==> src/rtl/adsr_env_gen.sv <==
// ADSR envelope generator: steps an Attack/Decay/Sustain/Release level once per rising edge
// of an asynchronous rate tick. Optional exponential release tail: define ADSR_EXP_RELEASE_EN.
module adsr_env_gen #(
    parameter int WIDTH  = 8,
    parameter int RATE_W = 8
) (
    input  logic              clk,
    input  logic              rst,
    input  logic              tick_in,
    input  logic              gate,
    input  logic [RATE_W-1:0] attack,
    input  logic [RATE_W-1:0] decay,
    input  logic [WIDTH-1:0]  sustain,
    // "release" is a reserved word in SystemVerilog, hence release_rate
    input  logic [RATE_W-1:0] release_rate,
    output logic [WIDTH-1:0]  env_out,
    output logic [2:0]        state_out,
    output logic              busy
);

    typedef enum logic [2:0] {
        ST_IDLE    = 3'd0,
        ST_ATTACK  = 3'd1,
        ST_DECAY   = 3'd2,
        ST_SUSTAIN = 3'd3,
        ST_RELEASE = 3'd4
    } state_e;

    localparam logic [WIDTH:0] MAX_EXT = {1'b0, {WIDTH{1'b1}}};

    state_e           state_q, state_d;
    logic [WIDTH-1:0] lvl_q, lvl_d;
    logic             sync1_q, sync1_d;
    logic             sync2_q, sync2_d;
    logic             prev_q, prev_d;
    logic             step;

    logic [WIDTH:0]   lvl_ext;
    logic [WIDTH:0]   sus_ext;
    logic [WIDTH:0]   attack_ext;
    logic [WIDTH:0]   decay_ext;
    logic [WIDTH:0]   rel_ext;
    logic [WIDTH:0]   rel_dec;
    logic [WIDTH:0]   sum_att;
    logic [WIDTH:0]   diff_dec;
    logic [WIDTH:0]   diff_rel;

    assign lvl_ext    = {1'b0, lvl_q};
    assign sus_ext    = {1'b0, sustain};
    assign attack_ext = {{(WIDTH + 1 - RATE_W){1'b0}}, attack};
    assign decay_ext  = {{(WIDTH + 1 - RATE_W){1'b0}}, decay};
    assign rel_ext    = {{(WIDTH + 1 - RATE_W){1'b0}}, release_rate};

`ifdef ADSR_EXP_RELEASE_EN
    logic [WIDTH:0] rel_shifted;
    // Decrement proportional to level, never below 1 so the tail always reaches 0
    assign rel_shifted = lvl_ext >> rel_ext[3:0];
    assign rel_dec     = (rel_shifted == '0) ? {{WIDTH{1'b0}}, 1'b1} : rel_shifted;
`else
    assign rel_dec     = rel_ext;
`endif

    assign sum_att  = lvl_ext + attack_ext;
    assign diff_dec = lvl_ext - decay_ext;
    assign diff_rel = lvl_ext - rel_dec;

    // Two-flop synchroniser plus edge detector: one step per tick_in rising edge
    always_comb begin
        sync1_d = tick_in;
        sync2_d = sync1_q;
        prev_d  = sync2_q;
        step    = sync2_q & ~prev_q;
    end

    always_comb begin
        state_d = state_q;
        lvl_d   = lvl_q;
        case (state_q)
            ST_IDLE: begin
                lvl_d = '0;
                if (gate) begin
                    state_d = ST_ATTACK;
                end
            end
            ST_ATTACK: begin
                if (!gate) begin
                    state_d = ST_RELEASE;
                end else if (step) begin
                    if (sum_att >= MAX_EXT) begin
                        lvl_d   = MAX_EXT[WIDTH-1:0];
                        state_d = ST_DECAY;
                    end else begin
                        lvl_d = sum_att[WIDTH-1:0];
                    end
                end
            end
            ST_DECAY: begin
                if (!gate) begin
                    state_d = ST_RELEASE;
                end else if (step) begin
                    // Underflow or crossing the sustain floor both land exactly on sustain
                    if (diff_dec[WIDTH] || (diff_dec <= sus_ext)) begin
                        lvl_d   = sustain;
                        state_d = ST_SUSTAIN;
                    end else begin
                        lvl_d = diff_dec[WIDTH-1:0];
                    end
                end
            end
            ST_SUSTAIN: begin
                if (!gate) begin
                    state_d = ST_RELEASE;
                end else if (step) begin
                    lvl_d = sustain;
                end
            end
            ST_RELEASE: begin
                if (gate) begin
                    state_d = ST_ATTACK;
                end else if (step) begin
                    if (diff_rel[WIDTH] || (diff_rel == '0)) begin
                        lvl_d   = '0;
                        state_d = ST_IDLE;
                    end else begin
                        lvl_d = diff_rel[WIDTH-1:0];
                    end
                end
            end
            default: begin
                state_d = ST_IDLE;
                lvl_d   = '0;
            end
        endcase
    end

    always_ff @(posedge clk) begin
        if (rst) begin
            state_q <= ST_IDLE;
            lvl_q   <= '0;
            sync1_q <= 1'b0;
            sync2_q <= 1'b0;
            prev_q  <= 1'b0;
        end else begin
            state_q <= state_d;
            lvl_q   <= lvl_d;
            sync1_q <= sync1_d;
            sync2_q <= sync2_d;
            prev_q  <= prev_d;
        end
    end

    assign env_out   = lvl_q;
    assign state_out = state_q;
    assign busy      = (state_q != ST_IDLE);

endmodule

==> config.mk <==
export PLATFORM = sky130hd
export DESIGN_NAME = adsr_env_gen
export DESIGN_NICKNAME = d
export VERILOG_FILES = /design/src/rtl/adsr_env_gen.sv
export SDC_FILE = /design/constraint.sdc
export NUM_CORES = 1
export LEC_CHECK = 0
export ABC_AREA = 1
export CAP_MARGIN = 20
export CORE_MARGIN = 4
export CORE_UTILIZATION = 58
export CTS_CLUSTER_DIAMETER = 40
export DETAILED_ROUTE_END_ITERATION = 12
export PLACE_DENSITY = 0.9
export SYNTH_ARGS = -nofsm -noshare
export SYNTH_HDL_FRONTEND = slang
export SYNTH_SLANG_ARGS = --single-unit
==> constraint.sdc <==
create_clock -name clk -period 9.7 [get_ports clk]
set_input_delay 2.425 -clock clk [delete_from_list [all_inputs] [get_ports clk]]
set_output_delay 2.425 -clock clk [all_outputs]
set_load 0.03 [all_outputs]
==> flow_summary.toml, run 1 <==
[run_status]
status = "finished, final reports clean"

[power]
switching_share_pct = 56.93
total_power_mw = 0.8617
pwr_density_cell_mw_per_mm2 = 268.5
comb_power_share_pct = 80.0
power_switching_mw = 0.4906
ir_drop_mv = 0.1698
internal_power_mw = 0.3711
power_frac_seq_pct = 13.2
p_clk_share_pct = 6.8
p_leak_nw = 1.771

[sta]
min_period_ns = 5.471
hold_violations = 0
whs_ns = 0.4054
layout_setup_ws_ns = 4.229
period_share_pct = 56.40
max_slew.worst_pin.slew_ns = 0.6353
skew_ns = 0.007127
relSlewSlack_pct = 57.42
setup-violations-final = 0
slew_viol_final = 0
tns_ns = 0
timing.fmax_ghz = 0.1828
grt_setup_unrepaired = "false"

[route]
dr.pass1.iters = 5
first_iter_violations = 196
drc = 0
vias_per_cell = 5.400
avgRoutedWirePerCell_um = 12.87
wl_um = 6990
vias = 2932
drtAntennaViolNets = 0

[synthesis]
avgSynthCellArea_um2 = 5.947
synth_cell_type_count = 36
synth_top_area_cell = "nand2_1"
netlist_top_cells_area = "nand2_1, ha_1, inv_1, dfxtp_1, nand3_1"
async_flop_share_pct = 0
synth_warnings = 0
syn_nets = 512
syn_area_mm2 = 0.002623
ys_seq_area_share_pct = 10.69
ys_seq_elements = 14
synthCells = 441
synth_edf_count = 0
ys.flop_type = "dfxtp_1"
synth_top_area_share_pct = 18.03

[clocking]
clk_latency_ns = 0.25
cts_buffer_depth = 2
cts_hold_buffers = 0
clock-sinks = 14
cts_resized = 0
htreeDepth = 1
cts_setup_buffers = 0
cts_made_buffers = 3
clockRootBuffer = "clkbuf_8"
cts_tree = "done"
clkTransAtPathRegs_ns = 0.07

[min_path]
hold_class = "reg -> reg"

[die]
start_util_pct = 60.23
design.die.area_mm2 = 0.005661
die_y_um = 75.24
num_rows = 24
die_w_um = 75.24
core_area_mm2 = 0.004354
pin_count = 48

[placed_design]
dp.cells = 539
gp_congestion = 0.9471
place_area_mm2 = 0.003154
post-place-ws_ns = 3.967
place.detailed.hpwl_um = 5904
portBuffers = 47

[layout]
final_area_mm2 = 0.003209
area_growth_syn_to_layout_pct = 22.38
nFillCells = 375
final_util_pct = 73.71
antenna_cells = 0
fin_cells = 543
drive_above_1_share_pct = 11.00
nets = 563

[worst_setup_path]
cp-end-kind = "register"
start_kind = "primary input"
worstPathRequired_ns = 9.86
critPathMaxFanout = 10
crit_type = "in -> reg"
crit_arrival_ns = 5.63

[flow_run]
max_cap_violations = 0

[global_routing]
grt_pass1_wl_um = 11390
grt_pass1_vias = 2716
antenna_found_initial = 0
track_usage_pct = 25.40
grt.overflow.total = 0
grt_max_degree = 13
[flip-flops by register name (all words and copies together) (netlist names)]
name	flops
prev_q	1
env_out	8
sync1_q	1
state_out	3
prev_d	1
[path summary, 6_finish.rpt]
check,startpoint,to,slack (ns),cells after the start
max,decay[0],env_out[4]$_SDFFE_PP0P_,4.23,21
min,sync1_q$_SDFF_PP0_,prev_d$_SDFF_PP0_,0.41,2
max reg2reg,env_out[1]$_SDFFE_PP0P_,env_out[4]$_SDFFE_PP0P_,6.26,20
min reg2reg,sync1_q$_SDFF_PP0_,prev_d$_SDFF_PP0_,0.41,2
[routing by layer]
| layer | global-route usage [%] | routed length [µm] | vias up |
|---|---|---|---|
| li1 | - | - | 1492 |
| met1 | 32.32 | 3028 | 1291 |
| met2 | 45.45 | 3305 | 127 |
| met3 | 2.403 | 498 | 22 |
| met4 | 7.184 | 157 | 0 |
| met5 | 0 | 0 | - |
[cells by family (layout without fill, tap and decap cells)]
kind of cell | Yosys count | after routing | synth area share [%]
adder cells (fa/ha/maj) | 35 | 35 | 17.56
buffers and inverters | 100 | 150 | 14.31
AND/OR/NAND/NOR | 235 | 235 | 42.89
flip-flops | 14 | 14 | 10.69
XOR/XNOR | 7 | 7 | 2.338
AO/OA/AOI/OAI | 50 | 50 | 12.21
[worst max-delay path, stage by stage]
cell and delay [ns]:
clkdlybuf4s50_1 0.41, ha_1 0.24, fa_1 0.43, o21ai_2 0.23
xor2_1 0.24, inv_1 0.07, ha_1 0.29, nand2_1 0.07
nor2_1 0.16, nand2_1 0.07, nand3_1 0.07, nand2_1 0.05
nand2_1 0.05, nand2_1 0.05, nand2_2 0.15, nand2_4 0.12
nand2_1 0.08, nand3_1 0.07, nand2_1 0.11, o21ai_1 0.07
a21oi_1 0.16
[power by group through the flow]
stage                     clock network (mW)  registers (mW)  logic [mW]
final                                 0.0583           0.114       0.689
after global routing                  0.0592           0.118       0.773
after CTS                             0.0576           0.114       0.684
after detailed placement                   0           0.115       0.681
after global placement                     0           0.115       0.664
after floorplan                            0           0.135       0.487
[cell usage in the layout, fill, tap and decap left out, types with 7 or more instances in the layout]
master / Yosys / layout
a21oi_1: 23 / 23
inv_2: 10 / 10
nand2_1: 126 / 126
nand3_1: 40 / 40
inv_1: 89 / 89
nand4_1: 8 / 8
nor2_2: 7 / 7
ha_1: 32 / 32
clkdlybuf4s50_1: 0 / 47
nor2_1: 24 / 24
dfxtp_1: 14 / 14
[synthesized netlist by cell type, drive strengths merged, types with 4 or more instances]
library cell	number
nand3	45
nand3b	7
inv	99
ha	32
nand4	8
xor2	6
or2	4
nor2	35
a21oi	30
nand2	135
dfxtp	14
o21ai	11
[cell type report]
class	instances	area, µm²	share of cell area [%]
inverter	99	371.6	11.58
multi-input combinational	327	1967	61.29
sequential	14	280.3	8.733
clock buffer	4	55.05	1.715
timing repair buffer	47	470.5	14.66
tap	52	65.06	2.027
Note: power is estimated with default switching activity, not from simulation.
==> inputs of run 2 (changes only) <==
Settings changed: CORE_UTILIZATION 58 to 54, PLACE_DENSITY 0.9 to 0.85.
Clock period 9.7 ns to 5.5 ns, I/O delays scaled along.
==> flow_summary.toml, run 2 (synthesis results as in run 1) <==
[min_path]
hold_class = "reg -> reg"

[route]
drc = 0
first_iter_violations = 123
vias_per_cell = 5.269
dr.pass1.iters = 5
avgRoutedWirePerCell_um = 12.70
drtAntennaViolNets = 0
vias = 2940
wl_um = 7087

[sta]
hold_violations = 0
slew_viol_final = 0
max_slew.worst_pin.slew_ns = 0.6323
min_period_ns = 4.400
grt_setup_unrepaired = "false"
skew_ns = 0.004899
tns_ns = 0
relSlewSlack_pct = 57.62
period_share_pct = 80.00
setup-violations-final = 0
timing.fmax_ghz = 0.2273

[global_routing]
grt_max_degree = 13
grt_pass1_vias = 2651
grt_pass1_wl_um = 11810
track_usage_pct = 23.74
antenna_found_initial = 0
grt.overflow.total = 0

[layout]
nets = 563
final_common_cell = "nand2_1"
largest_reg_flops = 8
area_growth_syn_to_layout_pct = 23.09
seqCellArea_um2 = 280.3
multiInputGateArea_mm2 = 0.001967
nFillCells = 447
fin_cells = 558
drive_above_1_share_pct = 11.00
antenna_cells = 0
layout_common_cells = "nand2_1, inv_1, clkdlybuf4s50_1"

[die]
die_w_um = 77.69
pin_count = 48
num_rows = 25
design.die.area_mm2 = 0.006036
core_area_mm2 = 0.004723
start_util_pct = 55.52
die_y_um = 77.69

[clocking]
cts_setup_buffers = 0
clockRootBuffer = "clkbuf_8"
clock-sinks = 14
htreeDepth = 1
clkTransAtPathRegs_ns = 0.06
cts_tree = "done"
clk_latency_ns = 0.25
cts_buffer_depth = 2
cts_resized = 0
cts_made_buffers = 3
cts_hold_buffers = 0

[worst_setup_path]
crit_chain = "clkdlybuf4s50_1, ha_1, fa_1, o21ai_2, xor2_1, inv_1, ha_1, nand2_1, nor2_1, nand2_1, nand3_1, nand2_1, nand2_1, nand2_1, nand2_2, nand2_4, nand2_1, nand3_1, nand2_1, o21ai_1, a21oi_1"
critPathMaxFanout = 10
start_kind = "primary input"
crit_arrival_ns = 4.57
cp-end-kind = "register"
crit_type = "in -> reg"
cp_common_cell = "nand2_1"
worstPathRequired_ns = 5.67
cpPeakStageDelay_ns = 0.42
cp_slowest_cell = "fa_1"

[placed_design]
gp_congestion = 0.9297
place.detailed.hpwl_um = 5982
portBuffers = 47
dp.cells = 554

[flow_run]
max_cap_violations = 0

[power]
pwr_density_cell_mw_per_mm2 = 471.6
p_leak_nw = 1.771
ir_drop_mv = 0.2379

[run_status]
status = "finished, final reports clean"
run 2: cell counts in the layout (fill, tap and decap cells not counted):
No cell type changed its count.
run 2: stage by stage:
stage / instance area, µm² / worst slack (ns) / utilization [%] / hold WS, ns / power [mW]
2_1_floorplan: 2623 / 1.609 / - / 0.3883 / 1.098
6_report: 3228 / 1.100 / 68.34 / 0.4057 / 1.522
5_1_grt: 3228 / 0.8720 / 68.34 / 0.4388 / 1.682
3_3_place_gp: 3173 / 0.9479 / 67.18 / 0.3976 / 1.379
3_5_place_dp: 3173 / 0.8707 / 67.18 / 0.3979 / 1.407
4_1_cts: 3228 / 1.116 / 68.34 / 0.4088 / 1.515
run 2: path summary, 6_finish.rpt:
check                                from                 endpoint  slack, ns  cells past startpoint
hold reg to reg        sync1_q$_SDFF_PP0_        prev_d$_SDFF_PP0_       0.41                      2
setup / recovery                 decay[0]  env_out[1]$_SDFFE_PP0P_       1.10                     21
hold / removal         sync1_q$_SDFF_PP0_        prev_d$_SDFF_PP0_       0.41                      2
setup reg to reg  env_out[1]$_SDFFE_PP0P_  env_out[1]$_SDFFE_PP0P_       2.11                     20
run 2: layout make-up:
type	count	area share [%]
Multi-Input combinational cell	327	60.93
Timing Repair Buffer	47	14.57
Inverter	99	11.51
Sequential cell	14	8.682
Tap cell	67	2.597
Clock buffer	4	1.705
run 2: critical path, delay by kind of cell:
family,cells,cell delay [ns]
compound gates,3,0.45
xor+xnor,1,0.24
fa+ha+maj,3,0.96
buf+inv,2,0.48
simple gates,12,1.07
run 2: routing by layer:
layer	track usage, %	share of wire [%]	vias to the layer above
met2	40.75	49	102
met1	31.28	44	1330
met4	6.050	1.6	0
met3	2.900	5.7	12
met5	0	0	-
li1	-	-	1496
run 2: power by group:
group	switching [mW]	total, mW	internal, mW
combinational	0.764	1.22	0.457
clock	0.0388	0.102	0.0635
sequential	0.0649	0.199	0.134
total	0.868	1.52	0.654
